$ cat src/rtl/decode_issue_ctrl_pkg.sv
// Shared definitions for the decode/issue controller: FSM encoding and the
// instruction encodings the controller reacts to.
package decode_issue_ctrl_pkg;

  typedef enum logic [1:0] {
    StRun   = 2'd0,
    StDrain = 2'd1,
    StSleep = 2'd2
  } state_e;

  localparam logic [4:0]  OpcSystem        = 5'b11100;
  localparam logic [31:0] InstWfi          = 32'h10500073;
  localparam logic [3:0]  CauseIllegalInst = 4'd2;

  // SYSTEM-major opcodes (CSR access, ecall, mret, wfi) must see an idle back end.
  function automatic logic is_serializing(input logic [6:0] opcode);
    return opcode[6:2] == OpcSystem;
  endfunction

endpackage

$ cat src/rtl/decode_issue_ctrl_inst_fifo.sv
// Synchronous FIFO holding {pc, inst} pairs between fetch and issue.
// Flush empties it on the next edge and overrides any concurrent push/pop.
module decode_issue_ctrl_inst_fifo #(
  parameter int unsigned Depth = 2,
  parameter int unsigned Width = 64,
  localparam int unsigned PtrW = $clog2(Depth),
  localparam int unsigned CntW = $clog2(Depth + 1)
) (
  input  logic             clk_i,
  input  logic             rst_ni,
  input  logic             push_i,
  input  logic [Width-1:0] wdata_i,
  input  logic             pop_i,
  input  logic             flush_i,
  output logic [Width-1:0] head_o,
  output logic [CntW-1:0]  count_o
);

  logic [Width-1:0] mem_q [Depth];
  logic [PtrW-1:0]  wr_ptr_q, wr_ptr_d;
  logic [PtrW-1:0]  rd_ptr_q, rd_ptr_d;
  logic [CntW-1:0]  count_q, count_d;
  logic             do_push, do_pop;

  assign do_push = push_i & (count_q != CntW'(Depth)) & ~flush_i;
  assign do_pop  = pop_i & (count_q != '0) & ~flush_i;

  always_comb begin
    wr_ptr_d = wr_ptr_q;
    rd_ptr_d = rd_ptr_q;
    count_d  = count_q;
    if (flush_i) begin
      wr_ptr_d = '0;
      rd_ptr_d = '0;
      count_d  = '0;
    end else begin
      // Depth is a power of two, so pointer wrap is the natural overflow.
      if (do_push) wr_ptr_d = wr_ptr_q + PtrW'(1);
      if (do_pop)  rd_ptr_d = rd_ptr_q + PtrW'(1);
      count_d = count_q + CntW'(do_push) - CntW'(do_pop);
    end
  end

  always_ff @(posedge clk_i or negedge rst_ni) begin
    if (!rst_ni) begin
      wr_ptr_q <= '0;
      rd_ptr_q <= '0;
      count_q  <= '0;
    end else begin
      wr_ptr_q <= wr_ptr_d;
      rd_ptr_q <= rd_ptr_d;
      count_q  <= count_d;
    end
  end

  always_ff @(posedge clk_i) begin
    if (do_push) mem_q[wr_ptr_q] <= wdata_i;
  end

  assign head_o  = mem_q[rd_ptr_q];
  assign count_o = count_q;

endmodule

$ cat src/rtl/decode_issue_ctrl.sv
// Decode-stage sequencer: buffers fetch beats, issues to execute under valid/ready,
// serializes SYSTEM instructions, sleeps on WFI and discards everything on flush.
module decode_issue_ctrl
  import decode_issue_ctrl_pkg::*;
#(
  parameter int unsigned DEPTH = 2,
  parameter int unsigned XLEN  = 32
) (
  input  logic            clk,
  input  logic            rst_n,
  input  logic            if_valid,
  input  logic [XLEN-1:0] if_inst,
  input  logic [XLEN-1:0] if_pc,
  output logic            if_ready,
  output logic            dec_en,
  output logic [XLEN-1:0] dec_inst,
  output logic            ex_valid,
  output logic [XLEN-1:0] ex_pc,
  input  logic            ex_ready,
  input  logic            ex_busy,
  input  logic            flush,
  input  logic            irq_pending,
  output logic            illegal_trap,
  output logic            sleeping
);

  localparam int unsigned CntW = $clog2(DEPTH + 1);

  state_e            state_q, state_d;
  logic [CntW-1:0]   count;
  logic [2*XLEN-1:0] head;
  logic [XLEN-1:0]   head_inst, head_pc;
  logic              not_empty, serializing, push, pop;

  decode_issue_ctrl_inst_fifo #(
    .Depth(DEPTH),
    .Width(2 * XLEN)
  ) u_inst_fifo (
    .clk_i  (clk),
    .rst_ni (rst_n),
    .push_i (push),
    .wdata_i({if_pc, if_inst}),
    .pop_i  (pop),
    .flush_i(flush),
    .head_o (head),
    .count_o(count)
  );

  assign head_inst   = head[XLEN-1:0];
  assign head_pc     = head[2*XLEN-1:XLEN];
  assign not_empty   = (count != '0);
  assign serializing = is_serializing(head_inst[6:0]);
  assign push        = if_valid & if_ready;
  assign pop         = ex_valid & ex_ready;

  always_ff @(posedge clk or negedge rst_n) begin
    if (!rst_n) state_q <= StRun;
    else        state_q <= state_d;
  end

  always_comb begin
    state_d = state_q;
    if (flush) begin
      state_d = StRun;
    end else begin
      unique case (state_q)
        StRun: begin
          if (not_empty && serializing && ex_busy)        state_d = StDrain;
          else if (pop && head_inst == XLEN'(InstWfi))    state_d = StSleep;
        end
        StDrain: if (!ex_busy)    state_d = StRun;
        StSleep: if (irq_pending) state_d = StRun;
        default:                  state_d = StRun;
      endcase
    end
  end

  always_comb begin
    if_ready     = rst_n & ~flush & (count < CntW'(DEPTH)) & (state_q != StSleep);
    ex_valid     = (state_q == StRun) & not_empty & ~flush & ~(serializing & ex_busy);
    illegal_trap = ex_valid & (head_inst[1:0] != 2'b11);
    dec_en       = not_empty;
    dec_inst     = not_empty ? head_inst : '0;
    ex_pc        = not_empty ? head_pc : '0;
    sleeping     = (state_q == StSleep);
  end

endmodule

$ cat config.mk
export PLATFORM = sky130hd
export DESIGN_NAME = decode_issue_ctrl
export DESIGN_NICKNAME = d
export VERILOG_FILES = /design/src/rtl/decode_issue_ctrl_pkg.sv /design/src/rtl/decode_issue_ctrl_inst_fifo.sv /design/src/rtl/decode_issue_ctrl.sv
export SDC_FILE = /design/constraint.sdc
export NUM_CORES = 1
export LEC_CHECK = 0
export CAP_MARGIN = 20
export CORE_ASPECT_RATIO = 1.5
export CORE_MARGIN = 5
export CORE_UTILIZATION = 52
export DETAILED_ROUTE_END_ITERATION = 7
export PLACE_DENSITY = 0.83
export SYNTH_ARGS = -nofsm -noshare
export SYNTH_HDL_FRONTEND = slang
export SYNTH_SLANG_ARGS = --single-unit
$ cat constraint.sdc
create_clock -name clk -period 11.1 [get_ports clk]
set_clock_uncertainty 0.05 [all_clocks]
set_input_delay 3.33 -clock clk [delete_from_list [all_inputs] [get_ports clk]]
set_output_delay 3.33 -clock clk [all_outputs]
set_load 0.005 [all_outputs]
==> Word level (Yosys, flattened, before mapping) <==
Memory sizes are Yosys's and may differ from the RTL's.
Index checks and enable logic that the tools add are counted.
{ "op_classes": {"n_mux": 15, "addsub": 4, "order_cmp": 1, "n_eq_ne": 10, "bitwise_logic": 16, "reduce_logical": 8} }
{ "op_table": {"columns": ["operator", "count"], "rows": [
  ["32-bit 2-to-1 mux", 2],
  ["32-bit by 29-bit == test with 1-bit output, second input constant", 1],
  ["1-bit AND", 14],
  ["2-bit 2-to-1 mux", 6],
  ["1-bit 2-to-1 mux", 6],
  ["2-bit != test, second input constant", 3],
  ["3-bit != test, second input constant", 2],
  ["2-bit one-hot mux with 3 select lines", 1],
  ["2-bit nonzero test", 3],
  ["5-bit == test, second input constant", 1],
  ["4-bit != test, second input constant", 1],
  ["1-bit logical AND", 3],
  ["3-bit AND reduction", 1],
  ["1-bit adder, second input constant", 2],
  ["2-bit by 1-bit adder with 2-bit output", 1],
  ["2-bit by 1-bit == test with 1-bit output, second input constant", 1],
  ["2-bit == test, second input constant", 1],
  ["2-bit zero test", 1],
  ["2-bit less-than comparator, second input constant", 1],
  ["1-bit inverter", 2],
  ["2-bit by 1-bit subtractor with 2-bit output", 1]
]} }
{ "word_totals": {"regBits": 6, "mem_bits_rw": 128, "memories": 1, "output_inout_bits": 69, "elab_cells": 59, "in_bits": 71} }
{ "mem_list": {"columns": ["name", "depth", "word_bits", "rd", "rd_clocked_by_memory_dff", "wr", "line", "text"], "rows": [
  ["u_inst_fifo.mem_q", 2, 64, 1, 0, 1, "decode_issue_ctrl_inst_fifo.sv:19", "logic [Width-1:0] mem_q [Depth];"]
]} }

==> Depth between registers and ports, before layout <==
Gate-level depths: netlist of run 1.
An unclocked memory read counts as a cell.
{ "logic_depth": {"depth_word": 11, "mapped_depth": 9, "ltp_nobuf": 9} }

==> Modules after synthesis <==
A second synthesis of run 1 with hierarchy kept.
{ "hier_totals": {"hier_cells": 324, "area_unflattened_um2": 5736.8} }
{ "by_module_without_submodules": {"columns": ["module", "seq_area_each_um2", "n_inst", "area_per_inst_um2", "cells_each"], "rows": [
  ["decode_issue_ctrl_inst_fifo", 3943.8, 1, 5044.8, 222],
  ["decode_issue_ctrl", 50.0, 1, 691.9, 102]
]} }

==> Worst setup path before layout of run 1 <==
OpenSTA, ideal clock, no wires.
{ "synth_path": {"path_type": "input to output", "start": "input flush", "end": "output illegal_trap", "path_slack_ps": 3881, "path_stages": 3, "arrival_ps": 3839, "required_time_ps": 7720, "n_path_buf": 0, "path_cell_list": "inv_1 > nand3_1 > nor4_1"} }
{ "synth_via": {"elab_chain_len": 4} }
{ "synth_lines": {"columns": ["element", "line", "text"], "rows": [
  ["start: declaration", "decode_issue_ctrl.sv:21", "input logic flush,"],
  ["1-bit inverter", "decode_issue_ctrl.sv:80", "ex_valid = (state_q == StRun) & not_empty & ~flush & ~(serializing & ex_busy);"],
  ["1-bit AND (2 in a row)", "decode_issue_ctrl.sv:80", null],
  ["1-bit AND", "decode_issue_ctrl.sv:81", "illegal_trap = ex_valid & (head_inst[1:0] != 2'b11);"],
  ["end: declaration", "decode_issue_ctrl.sv:23", "output logic illegal_trap,"]
]} }
No other way between the ends.

==> Worst setup path after layout of run 1 <==
Ends and elaborated chain as after synthesis.

==> results of run 1 <==
[through the flow]
step / cells / utilization [%] / instance area (um^2) / total power [mW] / setup slack, ns
global route: 621 / 74.0 / 7500 / 1.31 / 2.67
CTS: 621 / 74.0 / 7500 / 1.27 / 2.75
floorplan: 345 / - / 5410 / 0.646 / 3.88
global placement: 589 / 68.3 / 6920 / 0.743 / 2.80
detailed placement: 589 / 68.3 / 6920 / 0.746 / 2.76
finish: 621 / 74.0 / 7500 / 1.26 / 2.76
[layer usage]
layer  vias to the layer above  routed length [um]  GRT usage, %  share of wire [%]
li1                       1591                   -             -                  -
met1                      1597                4290          19.5                 37
met2                        94                6460          34.4                 56
met3                        20                 577          5.41                5.0
met4                         0                 257          8.15                2.2
met5                         -                   0             0                  0
[area by class of cell]
| class | instances | area [um^2] | area share, % |
|---|---|---|---|
| inverter | 6 | 22.5 | 0.300 |
| multi-input combinational | 189 | 1340 | 17.8 |
| sequential | 134 | 4000 | 53.3 |
| clock buffer | 17 | 425 | 5.68 |
| timing repair buffer | 143 | 1420 | 19.0 |
| clock inverter | 15 | 148 | 1.97 |
| tap | 117 | 146 | 1.95 |
[power groups by stage]
stage	Combinational, mW	Clock, mW	Sequential (mW)
2_1_floorplan	0.0620	0	0.584
4_1_cts	0.159	0.536	0.577
5_1_grt	0.169	0.563	0.578
3_5_place_dp	0.158	0	0.588
3_3_place_gp	0.156	0	0.587
6_report	0.157	0.529	0.577
[cells in the mapped netlist (3+ instances only)]
| cell type | n |
|---|---|
| nor2_1 | 70 |
| nand2_1 | 4 |
| o21ai_0 | 3 |
| inv_1 | 6 |
| edfxtp_1 | 128 |
| a21oi_1 | 3 |
| buf_2 | 7 |
| mux2i_1 | 64 |
| nand4_1 | 3 |
| nor2b_1 | 3 |
| clkbuf_1 | 8 |
| nand3_1 | 3 |
| dfrtp_1 | 6 |
| nor4_1 | 8 |
[worst paths after layout]
path,start,endpoint,slack (ns)
min,u_inst_fifo.wr_ptr_q$_DFFE_PN0P_,u_inst_fifo.wr_ptr_q$_DFFE_PN0P_,0.56
max in group asynchronous,rst_n,u_inst_fifo.rd_ptr_q$_DFFE_PN0P_,7.62
min reg2reg,u_inst_fifo.wr_ptr_q$_DFFE_PN0P_,u_inst_fifo.wr_ptr_q$_DFFE_PN0P_,0.56
max,flush,illegal_trap,2.76
max reg2reg,u_inst_fifo.count_o[1]$_DFF_PN0_,u_inst_fifo.count_o[1]$_DFF_PN0_,8.37
min in group asynchronous,rst_n,state_q[0]$_DFFE_PN0P_,3.13
[cell families (layout without fill, tap and decap cells)]
family	count (synthesis)	after routing	synth area share, %
adders and majority gates	2	2	0.462
and+or+nand+nor	108	108	9.97
DFF	134	134	73.8
AOI/OAI and AO/OA	12	12	1.62
muxes	64	64	11.8
xor gates and xnor gates	3	3	0.486
buffers and inverters	22	181	1.83
[worst register-to-register path, stage by stage, from the launching register on]
cell     delay (ns)
dfrtp_1        0.43
nor2_4         0.46
buf_4          0.52
inv_1          0.16
nand3_1        0.19
nor4b_4        0.08
ha_1           0.29
inv_1          0.04
ha_1           0.19
xnor2_1        0.15
nor2_1         0.05
[state kept, by name, summed over array words and instances, names as in the netlist]
register	flops
u_inst_fifo.mem_q	128
state_q	2
u_inst_fifo.wr_ptr_q	1
u_inst_fifo.rd_ptr_q	1
u_inst_fifo.count_o	2
[placed cells by master (no fill, tap or decap), types with 4 or more instances in the layout]
master / Yosys / routed
inv_6: 0 / 4
edfxtp_1: 128 / 128
dfrtp_1: 6 / 5
buf_4: 0 / 4
clkinvlp_4: 0 / 5
nor2_1: 70 / 68
nor4_1: 8 / 8
mux2i_1: 64 / 64
nand2_1: 4 / 4
clkbuf_16: 0 / 17
inv_1: 6 / 6
clkdlybuf4s50_1: 0 / 139
==> impl_metrics.toml, run 1 <==
[sta]
max_freq_mhz = 120
finalCritPeriodShare_pct = 75.2
hold_viol_final = 0
maxSlewViolCount = 0
tightestPinTransition_ns = 0.855
setup_viol = 0
holdWs_ns = 0.561
fin_crit_ns = 8.34
tns_ns = 0
slew_headroom_pct = 43.0
rsz0062_at_grt = "no"

[drt]
vias_per_cell = 5.32
drc_errors = 0
wl_per_cell_um = 18.7
vias = 3302
wl_um = 11600
drtPass1Iterations = 4
first_iter_violations = 143
ant_nets = 0

[die]
num_io_pins = 140
dieArea_um2 = 12600
die_x_um = 93.3
fp.coreArea_um2 = 10100
start_util_pct = 53.4
die_height_um = 135
rows = 45

[synthesis]
synth_enable_flop_cells = 128
synth_largest_area_cell = "edfxtp_1"
syn_inst = 345
ys_ff_latch = 134
ys.warnings.count = 0
yosysTopAreaCellShare_pct = 71.0
ys.flop_type = "edfxtp_1"
synth_cell_types = 36
syn_area_um2 = 5410
synth-seq-area-share_pct = 73.8
synth.area.top_cells = "edfxtp_1 71%, mux2i_1 12%, nor2_1 4.9%, dfrtp_1 2.8%, nor4_1 0.92%"
synthArstFlopShare_pct = 4.48
synth_nets = 418
avgSynthCellArea_um2 = 15.7

[pwr]
clkPwrFrac_pct = 41.9
sw_frac_of_total_pct = 23.0
power.share.combinational_pct = 12.4
switchingPower_mw = 0.291
power_frac_seq_pct = 45.7
intPower_mw = 0.972
p_leak_nw = 2.48
vdd_drop_max_mv = 0.125
power_density_nw_per_um2 = 168

[clocking]
cts_buffers = 17
holdBufCountCts = 0
root_buffer = "clkbuf_16"
insertion_delay_ns = 0.41
cts_tree = "done"
cts_resized = 0
clock_sinks = 134
cts_setup_buffers = 0
ctsHtreeMaxLevel = 4
path_clk_slew_ns = 0.06
clockBufferDepth = 2

[critical_path]
cp_slowest_stage_delay_ns = 0.54
critPathRequiredTime_ns = 7.72
worst-path-buf-inv = 3
crit_cells = 5
slowest_stage = "clkdlybuf4s50_1"
start_kind = "input pin"
worstPathCellList = "clkdlybuf4s50_1 -> inv_1 -> nand3_1 -> nor4_1 -> clkdlybuf4s50_1"
critPathKind = "in2out"
critical_path.endpoint_type = "output pin"
cp_max_fo = 6
worstRegToRegCells = 10
cpLargestDelayFamily = "buffers and inverters"
cp.arrival_ns = 4.96
crit_path_frequent_cell = "clkdlybuf4s50_1"

[run]
cap_violations = 0

[status]
status = "finished, final reports clean"

[finish]
drive_above_1_share_pct = 8.53
antenna_cells = 0
nFillCells = 659
area_growth_pct = 38.5
num-nets-final = 564

[grt]
overflow = 0
antenna_found_initial = 0
grt_pass1_wl_um = 17500
grt_usage_pct = 18.7
grt_max_degree = 53
first_global_vias = 3527

[placed_design]
hpwlAfterDp_um = 7910
io_buffers = 139
place_congestion = 0.785

[hold_path]
hold_depth = 1
min_path_type = "reg2reg"
Power figures use the tool's default switching activity.
==> run 2: changes to the inputs <==
CORE_UTILIZATION = 49   (was 52)
PLACE_DENSITY = 0.79   (was 0.83)
clock period = 8.4 ns   (was 11.1 ns; I/O delays follow)
==> impl_metrics.toml, run 2 (synthesis gave the netlist of run 1 again) <==
[placed_design]
place_area_um2 = 6960
hpwlAfterDp_um = 8000
place_congestion = 0.744
io_buffers = 139

[grt]
grt_pass1_wl_um = 17500
top_usage_layer = "met2"
antenna_found_initial = 0
grt_usage_pct = 17.8
globalRouteMet3Util_pct = 4.89
overflow = 0
first_global_vias = 3613
grt_max_degree = 58
met1_usage_pct = 18.0
grtUsageMet2_pct = 32.8

[critical_path]
critPathRequiredTime_ns = 5.83
worstRegToRegCells = 5
cp.arrival_ns = 4.14
worstPathCellList = "clkdlybuf4s50_1 -> inv_1 -> nand3_1 -> nor4_1 -> clkdlybuf4s50_1"
start_kind = "input pin"
slowest_stage = "clkdlybuf4s50_1"
cp_max_fo = 6
cp_slowest_stage_delay_ns = 0.55
critical_path.endpoint_type = "output pin"
critPathKind = "in2out"
crit_path_frequent_cell = "clkdlybuf4s50_1"

[finish]
final_area_um2 = 7540
final_common_cell = "clkdlybuf4s50_1"
antenna_cells = 0
final_cell_mix = "139 x clkdlybuf4s50_1, 128 x edfxtp_1, 68 x nor2_1"
area_growth_pct = 39.3
nFillCells = 775
drive_above_1_share_pct = 8.13
largest_reg_flops = 128
num-nets-final = 564
top_register = "u_inst_fifo.mem_q"

[clocking]
cts_tree = "done"
path_clk_slew_ns = 0.05
holdBufCountCts = 0
cts_resized = 0
ctsHtreeMaxLevel = 4
clockBufferDepth = 2
cts_setup_buffers = 0
root_buffer = "clkbuf_16"
clock_sinks = 134
cts_buffers = 17
insertion_delay_ns = 0.40

[sta]
slew_headroom_pct = 39.5
tightestPinTransition_ns = 0.907
setup_viol = 0
tns_ns = 0
hold_viol_final = 0
holdWs_ns = 0.540
finalCritPeriodShare_pct = 79.9
rsz0062_at_grt = "no"
max_freq_mhz = 149
fin_crit_ns = 6.71
maxSlewViolCount = 0

[drt]
vias_per_cell = 5.10
first_iter_violations = 166
drc_errors = 0
wl_per_cell_um = 17.6
ant_nets = 0
vias = 3321
wl_um = 11500
drtPass1Iterations = 4

[die]
num_io_pins = 140
start_util_pct = 49.5
fp.coreArea_um2 = 10900
die_height_um = 139
dieArea_um2 = 13300
rows = 47
die_x_um = 95.8

[hold_path]
min_path_type = "reg2reg"
hold_depth = 1

[pwr]
power_density_nw_per_um2 = 223
vdd_drop_max_mv = 0.164
power_mw = 1.68
p_leak_nw = 2.48

[run]
cap_violations = 0

[status]
status = "finished, final reports clean"
-- run 2: final cells by class --
cell class	count	area (um^2)	share of cell area [%]
clock inverters	14	150	1.99
clock buffers	18	429	5.69
inverters	6	22.5	0.299
flip-flops and latches	134	4000	53.0
well taps	147	184	2.44
repair buffers	143	1420	18.9
multi-input cells	189	1340	17.7
-- run 2: metal layers --
| metal | vias up | share of wire (%) |
|---|---|---|
| met5 | - | 0 |
| met3 | 17 | 4.8 |
| met2 | 99 | 58 |
| met1 | 1612 | 35 |
| li1 | 1593 | - |
| met4 | 0 | 2.1 |
-- run 2: final timing paths --
path | startpoint | end | slack (ns)
hold reg to reg | u_inst_fifo.wr_ptr_q$_DFFE_PN0P_ | u_inst_fifo.wr_ptr_q$_DFFE_PN0P_ | 0.54
min in group asynchronous | rst_n | u_inst_fifo.wr_ptr_q$_DFFE_PN0P_ | 2.31
max in group asynchronous | rst_n | u_inst_fifo.rd_ptr_q$_DFFE_PN0P_ | 5.74
hold / removal | u_inst_fifo.wr_ptr_q$_DFFE_PN0P_ | u_inst_fifo.wr_ptr_q$_DFFE_PN0P_ | 0.54
setup / recovery | flush | illegal_trap | 1.69
setup reg to reg | state_q[0]$_DFFE_PN0P_ | u_inst_fifo.mem_q[0][50]$_DFFE_PP_ | 5.57
-- run 2: critical path, delay by kind of cell --
kind          cells  cell delay [ns]
buf+inv           3             1.20
simple gates      2             0.43
-- run 2: per-stage QoR --
| stage | setup WS, ns | std cells | util, % |
|---|---|---|---|
| floorplan | 2.29 | 345 | - |
| global placement | 1.71 | 619 | 63.6 |
| detailed placement | 1.68 | 619 | 63.6 |
| CTS | 1.68 | 651 | 68.9 |
| global route | 1.49 | 651 | 68.9 |
| finish | 1.69 | 651 | 68.9 |
-- run 2: where the power goes --
group | internal (mW) | total [mW] | switching [mW] | leakage (nW)
Sequential | 0.752 | 0.762 | 0.00986 | 1.24
Combinational | 0.119 | 0.208 | 0.0891 | 0.972
Clock | 0.439 | 0.708 | 0.270 | 0.267
Total | 1.31 | 1.68 | 0.369 | 2.48
==> run 3: changes to the inputs <==
clock period = 6.3 ns   (was 8.4 ns; I/O delays follow)
==> impl_metrics.toml, run 3 (synthesis gave the netlist of run 1 again) <==
[critical_path]
cp.arrival_ns = 3.53
cp_slowest_stage_delay_ns = 0.55
slowest_stage = "clkdlybuf4s50_1"
crit_path_frequent_cell = "clkdlybuf4s50_1"
cp_max_fo = 6
critPathRequiredTime_ns = 4.36
critical_path.endpoint_type = "output pin"
worst-path-buf-inv = 3
start_kind = "input pin"
worstPathCellList = "clkdlybuf4s50_1 -> inv_1 -> nand3_1 -> nor4_1 -> clkdlybuf4s50_1"
critPathKind = "in2out"
cpLargestDelayFamily = "buffers and inverters"
r2r_setup_slack_ns = 3.48

[die]
num_io_pins = 140
fp.coreArea_um2 = 10900
die_height_um = 139
rows = 47
start_util_pct = 49.5
dieArea_um2 = 13300
die_x_um = 95.8

[pwr]
vdd_drop_max_mv = 0.202
power_density_nw_per_um2 = 299
p_leak_nw = 2.51

[sta]
tns_ns = 0
setup_viol = 0
fin_crit_ns = 5.47
finalCritPeriodShare_pct = 86.9
fin_ws_ns = 0.826
max_freq_mhz = 183
hold_viol_final = 0
holdWs_ns = 0.530
slew_headroom_pct = 41.5
tightestPinTransition_ns = 0.878
rsz0062_at_grt = "no"
maxSlewViolCount = 0

[finish]
drive_above_1_share_pct = 8.10
utilization_pct = 69.4
num-nets-final = 566
final_cell_mix = "139 x clkdlybuf4s50_1, 128 x edfxtp_1, 68 x nor2_1"
final_common_cell = "clkdlybuf4s50_1"
nFillCells = 796
area_growth_pct = 40.2
multi_input_area_um2 = 1340
final-seq-area_um2 = 4000
fin_cells = 654
largest_reg_flops = 128
top_register = "u_inst_fifo.mem_q"

[clocking]
holdBufCountCts = 0
clockBufferDepth = 2
ctsHtreeMaxLevel = 4
cts_tree = "done"
root_buffer = "clkbuf_16"
cts_setup_buffers = 0
path_clk_slew_ns = 0.05
cts_resized = 0
cts_buffers = 17
insertion_delay_ns = 0.40
clock_sinks = 134

[grt]
antenna_found_initial = 1
grt_usage_pct = 18.7
grt_max_degree = 65
overflow = 0
first_global_vias = 3691
grt_pass1_wl_um = 18500

[drt]
wl_um = 11800
ant_nets = 0
drtPass1Iterations = 4
vias = 3324
vias_per_cell = 5.08
first_iter_violations = 170
wl_per_cell_um = 18.0
drc_errors = 0

[run]
cap_violations = 0

[hold_path]
min_path_type = "reg2reg"

[placed_design]
dpl.cell_count = 620
place_congestion = 0.731
dp_slack_ns = 0.821
hpwlAfterDp_um = 8080
io_buffers = 139

[status]
status = "finished, final reports clean"
-- run 3: final cells by class --
| class | count | share of cell area [%] |
|---|---|---|
| clock buffers | 19 | 5.71 |
| flip-flops and latches | 134 | 52.7 |
| clock inverters | 13 | 2.06 |
| diodes | 1 | 0.0330 |
| well taps | 147 | 2.42 |
| inverters | 6 | 0.297 |
| repair buffers | 145 | 19.2 |
| multi-input cells | 189 | 17.6 |
-- run 3: worst register-to-register path, cell delays in order, from the launching register on --
cell     delay [ns]
dfrtp_4        0.93
and4b_1        0.35
o221a_4        0.29
nor4b_4        0.38
ha_1           0.30
inv_1          0.06
ha_1           0.22
nor2b_1        0.13
-- run 3: power by group --
group | internal, mW | switching [mW]
Sequential | 1.00 | 0.0191
Clock | 0.619 | 0.344
Combinational | 0.165 | 0.116
Total | 1.79 | 0.479
-- run 3: final timing paths --
check                                                      start                          endpoint  cells past startpoint
worst max-delay path                                       flush                      illegal_trap                      5
worst min-delay path            u_inst_fifo.wr_ptr_q$_DFFE_PN0P_  u_inst_fifo.wr_ptr_q$_DFFE_PN0P_                      1
max in group asynchronous                                  rst_n  u_inst_fifo.rd_ptr_q$_DFFE_PN0P_                      1
min in group asynchronous                                  rst_n            state_q[0]$_DFFE_PN0P_                      1
worst min register to register  u_inst_fifo.wr_ptr_q$_DFFE_PN0P_  u_inst_fifo.wr_ptr_q$_DFFE_PN0P_                      1
worst max register to register  u_inst_fifo.rd_ptr_q$_DFFE_PN0P_  u_inst_fifo.count_o[0]$_DFF_PN0_                      7
-- run 3: per-stage QoR --
step                area [um^2]  total power [mW]
floorplan                  5410              1.14
global placement           6970              1.31
detailed placement         6970              1.32
CTS                        7560              2.28
global route               7590              2.35
finish                     7590              2.27
-- run 3: metal layers --
layer / GRT usage (%) / part of all wire (%) / vias to the layer above
li1: - / - / 1597
met1: 19.8 / 35 / 1603
met2: 34.0 / 57 / 105
met3: 4.78 / 4.9 / 19
met4: 8.10 / 2.3 / 0
met5: 0 / 0 / -
==> RTL edit 1: new RTL, flow settings as in run 2 <==
Register the input `irq_pending` before use, without a reset. The logic sees it one clock later. The other inputs are not delayed to match.
--- a/src/rtl/decode_issue_ctrl.sv
+++ b/src/rtl/decode_issue_ctrl.sv
@@ -27,2 +27,8 @@
   localparam int unsigned CntW = $clog2(DEPTH + 1);
+
+  logic irq_pending_q;
+
+  always_ff @(posedge clk) begin
+    irq_pending_q <= irq_pending;
+  end
 
@@ -71,3 +77,3 @@
         StDrain: if (!ex_busy)    state_d = StRun;
-        StSleep: if (irq_pending) state_d = StRun;
+        StSleep: if (irq_pending_q) state_d = StRun;
         default:                  state_d = StRun;
Formal check against the unedited RTL: not equivalent (a bounded check fails within 4 cycles, from zero or initial values and one cycle with rst_n low).
==> RTL edit 1 against run 2 <==
Sequential cell count is 1 higher; setup slack got worse by 0.0021 ns; final area is essentially flat; non-clock buffer count unchanged; global-route usage increased by 0.77 points; total power shrank 0.94%; count of clock-buffer cells in the layout shrank 1; routed wire length increased by 2.6%; synthesized area rose by 0.37%; largest cell class unchanged; largest power group unchanged.
==> RTL edit 1: results (changes against run 2) <==
metric,value,unit,change
sequential area share after synthesis,73.9,%,was 73.8%
largest net degree at the start of global routing,65,,was 58
clk slew on worst S/H paths,0.05,ns,about the same
clock buffers,17,,was 18
PwrDens,220,nW/um2,was 223 nW/um2
Largest register FFs,128,,unchanged
tightest hold margin,0.565,ns,was 0.540 ns
post-synthesis compound-gate area fraction,1.61,%,was 1.62%
Placed Instance Area,6980,um2,was 6960 um2
Rel. slew slack,38.2,%,was 39.5%
FF/Latch Area,4020,um2,was 4000 um2
CP max stage delay,0.54,ns,
Routed WL per cell,18.0,um,was 17.6 um
status,completed,,unchanged
r2r endpoint,u_inst_fifo.count_o[1]$_DFF_PN0_,,was u_inst_fifo.mem_q[0][50]$_DFFE_PP_
pre-CTS WS,1.69,ns,was 1.68 ns
leakage,2.49,nW,was 2.48 nW
Netlist cell types,37,,was 36
Max IR drop VDD,0.169,mV,was 0.164 mV
dominant cells by area after synthesis,"edfxtp_1 (71%), mux2i_1 (12%), nor2_1 (4.8%), dfrtp_1 (2.8%), nor4_1 (0.92%)",,"was edfxtp_1 (71%), mux2i_1 (12%), nor2_1 (4.9%), dfrtp_1 (2.8%), nor4_1 (0.92%)"
final WL,11.8,mm,was 11.5 mm
initial DRC count,206,,was 166
flop-to-flop setup slack,5.43,ns,was 5.57 ns
Signal buf overhead,18.8,%,was 18.9%
dpl hpwl,8.22,mm,was 8.00 mm
Tcrit/Tclk final,79.9,%,about the same
Syn Nets,419,,was 418
first-pass GRT wire length,18.6,mm,was 17.5 mm
Fillers,761,,was 775
Nets,565,,was 564
placed cell count,620,,was 619
main combinational cell family by area after synthesis,multiplexers,,unchanged
vias in the first global route,3710,,was 3613
R2R cell count,9,,was 5
CP startpoint,flush,,unchanged
Clock-cell share,7.45,%,was 7.68%
Top reg by flops,u_inst_fifo.mem_q,,unchanged
ys async rst share,4.44,%,was 4.48%
post-synthesis sequential element count,135,,was 134
Vias/cell,5.13,,was 5.10
routability cong.,0.735,,was 0.744
ratio of cells with drive above 1 in the final layout,7.92,%,was 8.13%
Synth Area in Adders,0.461,%,was 0.462%
reg2reg start,u_inst_fifo.rd_ptr_q$_DFFE_PN0P_,,was state_q[0]$_DFFE_PN0P_
GR Util All Layers,18.6,%,was 17.8%
XOR/XNOR Fraction of Synth Area,0.484,%,was 0.486%
mux cell area share after synthesis,11.8,%,about the same
==> RTL edit 1: changes by cell type after synthesis <==
cell,run 2,this run
dfxtp_1,0,1
==> RTL edit 1: metal layers <==
metal | share of wire [%] | vias to the layer above | track usage (%)
met5 | 0 | - | 0
met4 | 1.4 | 0 | 5.77
met3 | 4.4 | 10 | 4.67
met2 | 59 | 87 | 35.5
met1 | 36 | 1654 | 19.0
li1 | - | 1594 | -
==> RTL edit 1: logic make-up (layout without fill, tap and decap cells) <==
logic type	after synthesis	after routing
mux	64	64
flops	135	135
simple gates	108	108
buf+inv	22	181
xor+xnor	3	3
fa+ha+maj	2	2
compound gates	12	12
==> RTL edit 1: report_power, final <==
part           leakage (nW)  switching [mW]  internal [mW]
clock                 0.271           0.255          0.431
sequential             1.25          0.0103          0.757
combinational         0.972          0.0897          0.119
total                  2.49           0.355           1.31
==> RTL edit 1: critical path, delay by kind of cell <==
kind                   cells  cell delay, ns
AND/OR/NAND/NOR            2            0.41
buffers and inverters      3            1.20
==> RTL edit 2: new RTL, flow settings as in run 2 <==
Without the edit above. Change the parameter `XLEN` from 32 to 36.
--- a/src/rtl/decode_issue_ctrl.sv
+++ b/src/rtl/decode_issue_ctrl.sv
@@ -6,3 +6,3 @@
   parameter int unsigned DEPTH = 2,
-  parameter int unsigned XLEN  = 32
+  parameter int unsigned XLEN  = 36
 ) (
Interface: changed (resized dec_inst, ex_pc, if_inst and if_pc); port bits go from 140 to 156. No check against the original RTL was run, so the function may have changed too.
==> RTL edit 2 against run 2 <==
Routed wire length rose by 14%; synthesized area increased by 12%; total power grew 7.1%; sequential cell count rose by 16; register-to-register slack worse by 0.09 ns; sequential power up 12%; count of clock-buffer cells in the layout up 2; sequential share of layout area rose by 0.82 points; non-clock buffer count grew 15; setup slack worse by 0.21 ns; combinational power is 8% higher; via count is 11% higher; final area rose by 10%.
==> RTL edit 2: results (changes against run 2) <==
metric,value,unit,change
CP dominant cell by count,clkdlybuf4s50_1,,unchanged
status,completed,,unchanged
logic gate share of total power,12.5,%,
HP Start,state_q[1]$_DFFE_PN0P_,,was u_inst_fifo.wr_ptr_q$_DFFE_PN0P_
synth cell count leaders,"edfxtp_1 (144), nor2_1 (81), mux2i_1 (73)",,"was edfxtp_1 (128), nor2_1 (70), mux2i_1 (64)"
dominant cells by area after synthesis,"edfxtp_1 (71%), mux2i_1 (12%), nor2_1 (5.0%), dfrtp_1 (2.5%), nor4_1 (0.62%)",,"was edfxtp_1 (71%), mux2i_1 (12%), nor2_1 (4.9%), dfrtp_1 (2.8%), nor4_1 (0.92%)"
crit path max fanout,9,,was 6
Reg power frac,47.7,%,was 45.4%
NetSw,0.389,mW,was 0.369 mW
GR Util All Layers,18.0,%,was 17.8%
Nets,622,,was 564
P_comb,0.225,mW,was 0.208 mW
Post-synth EDFFs,144,,was 128
Slew @ Worst Pin,1.04,ns,was 0.907 ns
Vias/cell,5.23,,was 5.10
pre-CTS WS,1.47,ns,was 1.68 ns
r2r endpoint,u_inst_fifo.mem_q[0][28]$_DFFE_PP_,,was u_inst_fifo.mem_q[0][50]$_DFFE_PP_
dpl hpwl,8.72,mm,was 8.00 mm
leakage,2.69,nW,was 2.48 nW
Fillers,819,,was 775
post-synthesis cell count,381,,was 345
Synth Area in Adders,0.413,%,was 0.462%
mux cell area share after synthesis,12.1,%,was 11.8%
largest net degree at the start of global routing,74,,was 58
Syn Nets,462,,was 418
Netlist cell types,40,,was 36
vias in the first global route,4027,,was 3613
initial DRC count,169,,was 166
placed cell count,675,,was 619
Max IR drop VDD,0.153,mV,was 0.164 mV
main flop type after synthesis,edfxtp_1,,unchanged
Placed Instance Area,7750,um2,was 6960 um2
flop-to-flop setup slack,5.48,ns,was 5.57 ns
Largest register FFs,144,,was 128
final WL,13.0,mm,was 11.5 mm
TritonRoute pass-1 iters,5,,was 4
Worst Hold Path EP,state_q[0]$_DFFE_PN0P_,,was u_inst_fifo.wr_ptr_q$_DFFE_PN0P_
post-synthesis compound-gate area fraction,1.57,%,was 1.62%
CP startpoint,flush,,unchanged
ratio of cells with drive above 1 in the final layout,7.58,%,was 8.13%
tightest hold margin,0.457,ns,was 0.540 ns
area delta synth->final,37.3,%,was 39.3%
routability cong.,0.827,,was 0.744
CP max stage delay,0.57,ns,was 0.55 ns
XOR/XNOR Fraction of Synth Area,0.434,%,was 0.486%
first-pass GRT wire length,20.1,mm,was 17.5 mm
Arrival @ worst endpoint,4.35,ns,was 4.14 ns
routed via count,3699,,was 3321
min Tclk post-route,6.92,ns,was 6.71 ns
[RTL edit 2: changes by cell type in the layout (fill, tap and decap cells not counted), moves of 2 or more]
cell / run 2 / this run
mux2i_1: 64 / 73
clkbuf_1: 1 / 3
clkdlybuf4s50_1: 139 / 155
nor4b_1: 2 / 4
nor2_1: 68 / 79
edfxtp_1: 128 / 144
clkinv_2: 1 / 3
nor4_1: 8 / 6
inv_6: 4 / 2
clkinvlp_4: 5 / 3
o22ai_1: 2 / 0
[RTL edit 2: routing by layer]
metal	global-route usage (%)	part of all wire, %
met4	7.55	1.9
met5	0	0
met1	18.2	35
met3	5.78	6.8
met2	32.9	56
[RTL edit 2: layout make-up]
class                           count  area share, %
Clock buffer                       20           5.25
Clock inverter                     12           1.53
Inverter                            5          0.226
Multi-Input combinational cell    209           17.9
Sequential cell                   150           53.8
Tap cell                          153           2.30
Timing Repair Buffer              158           18.9
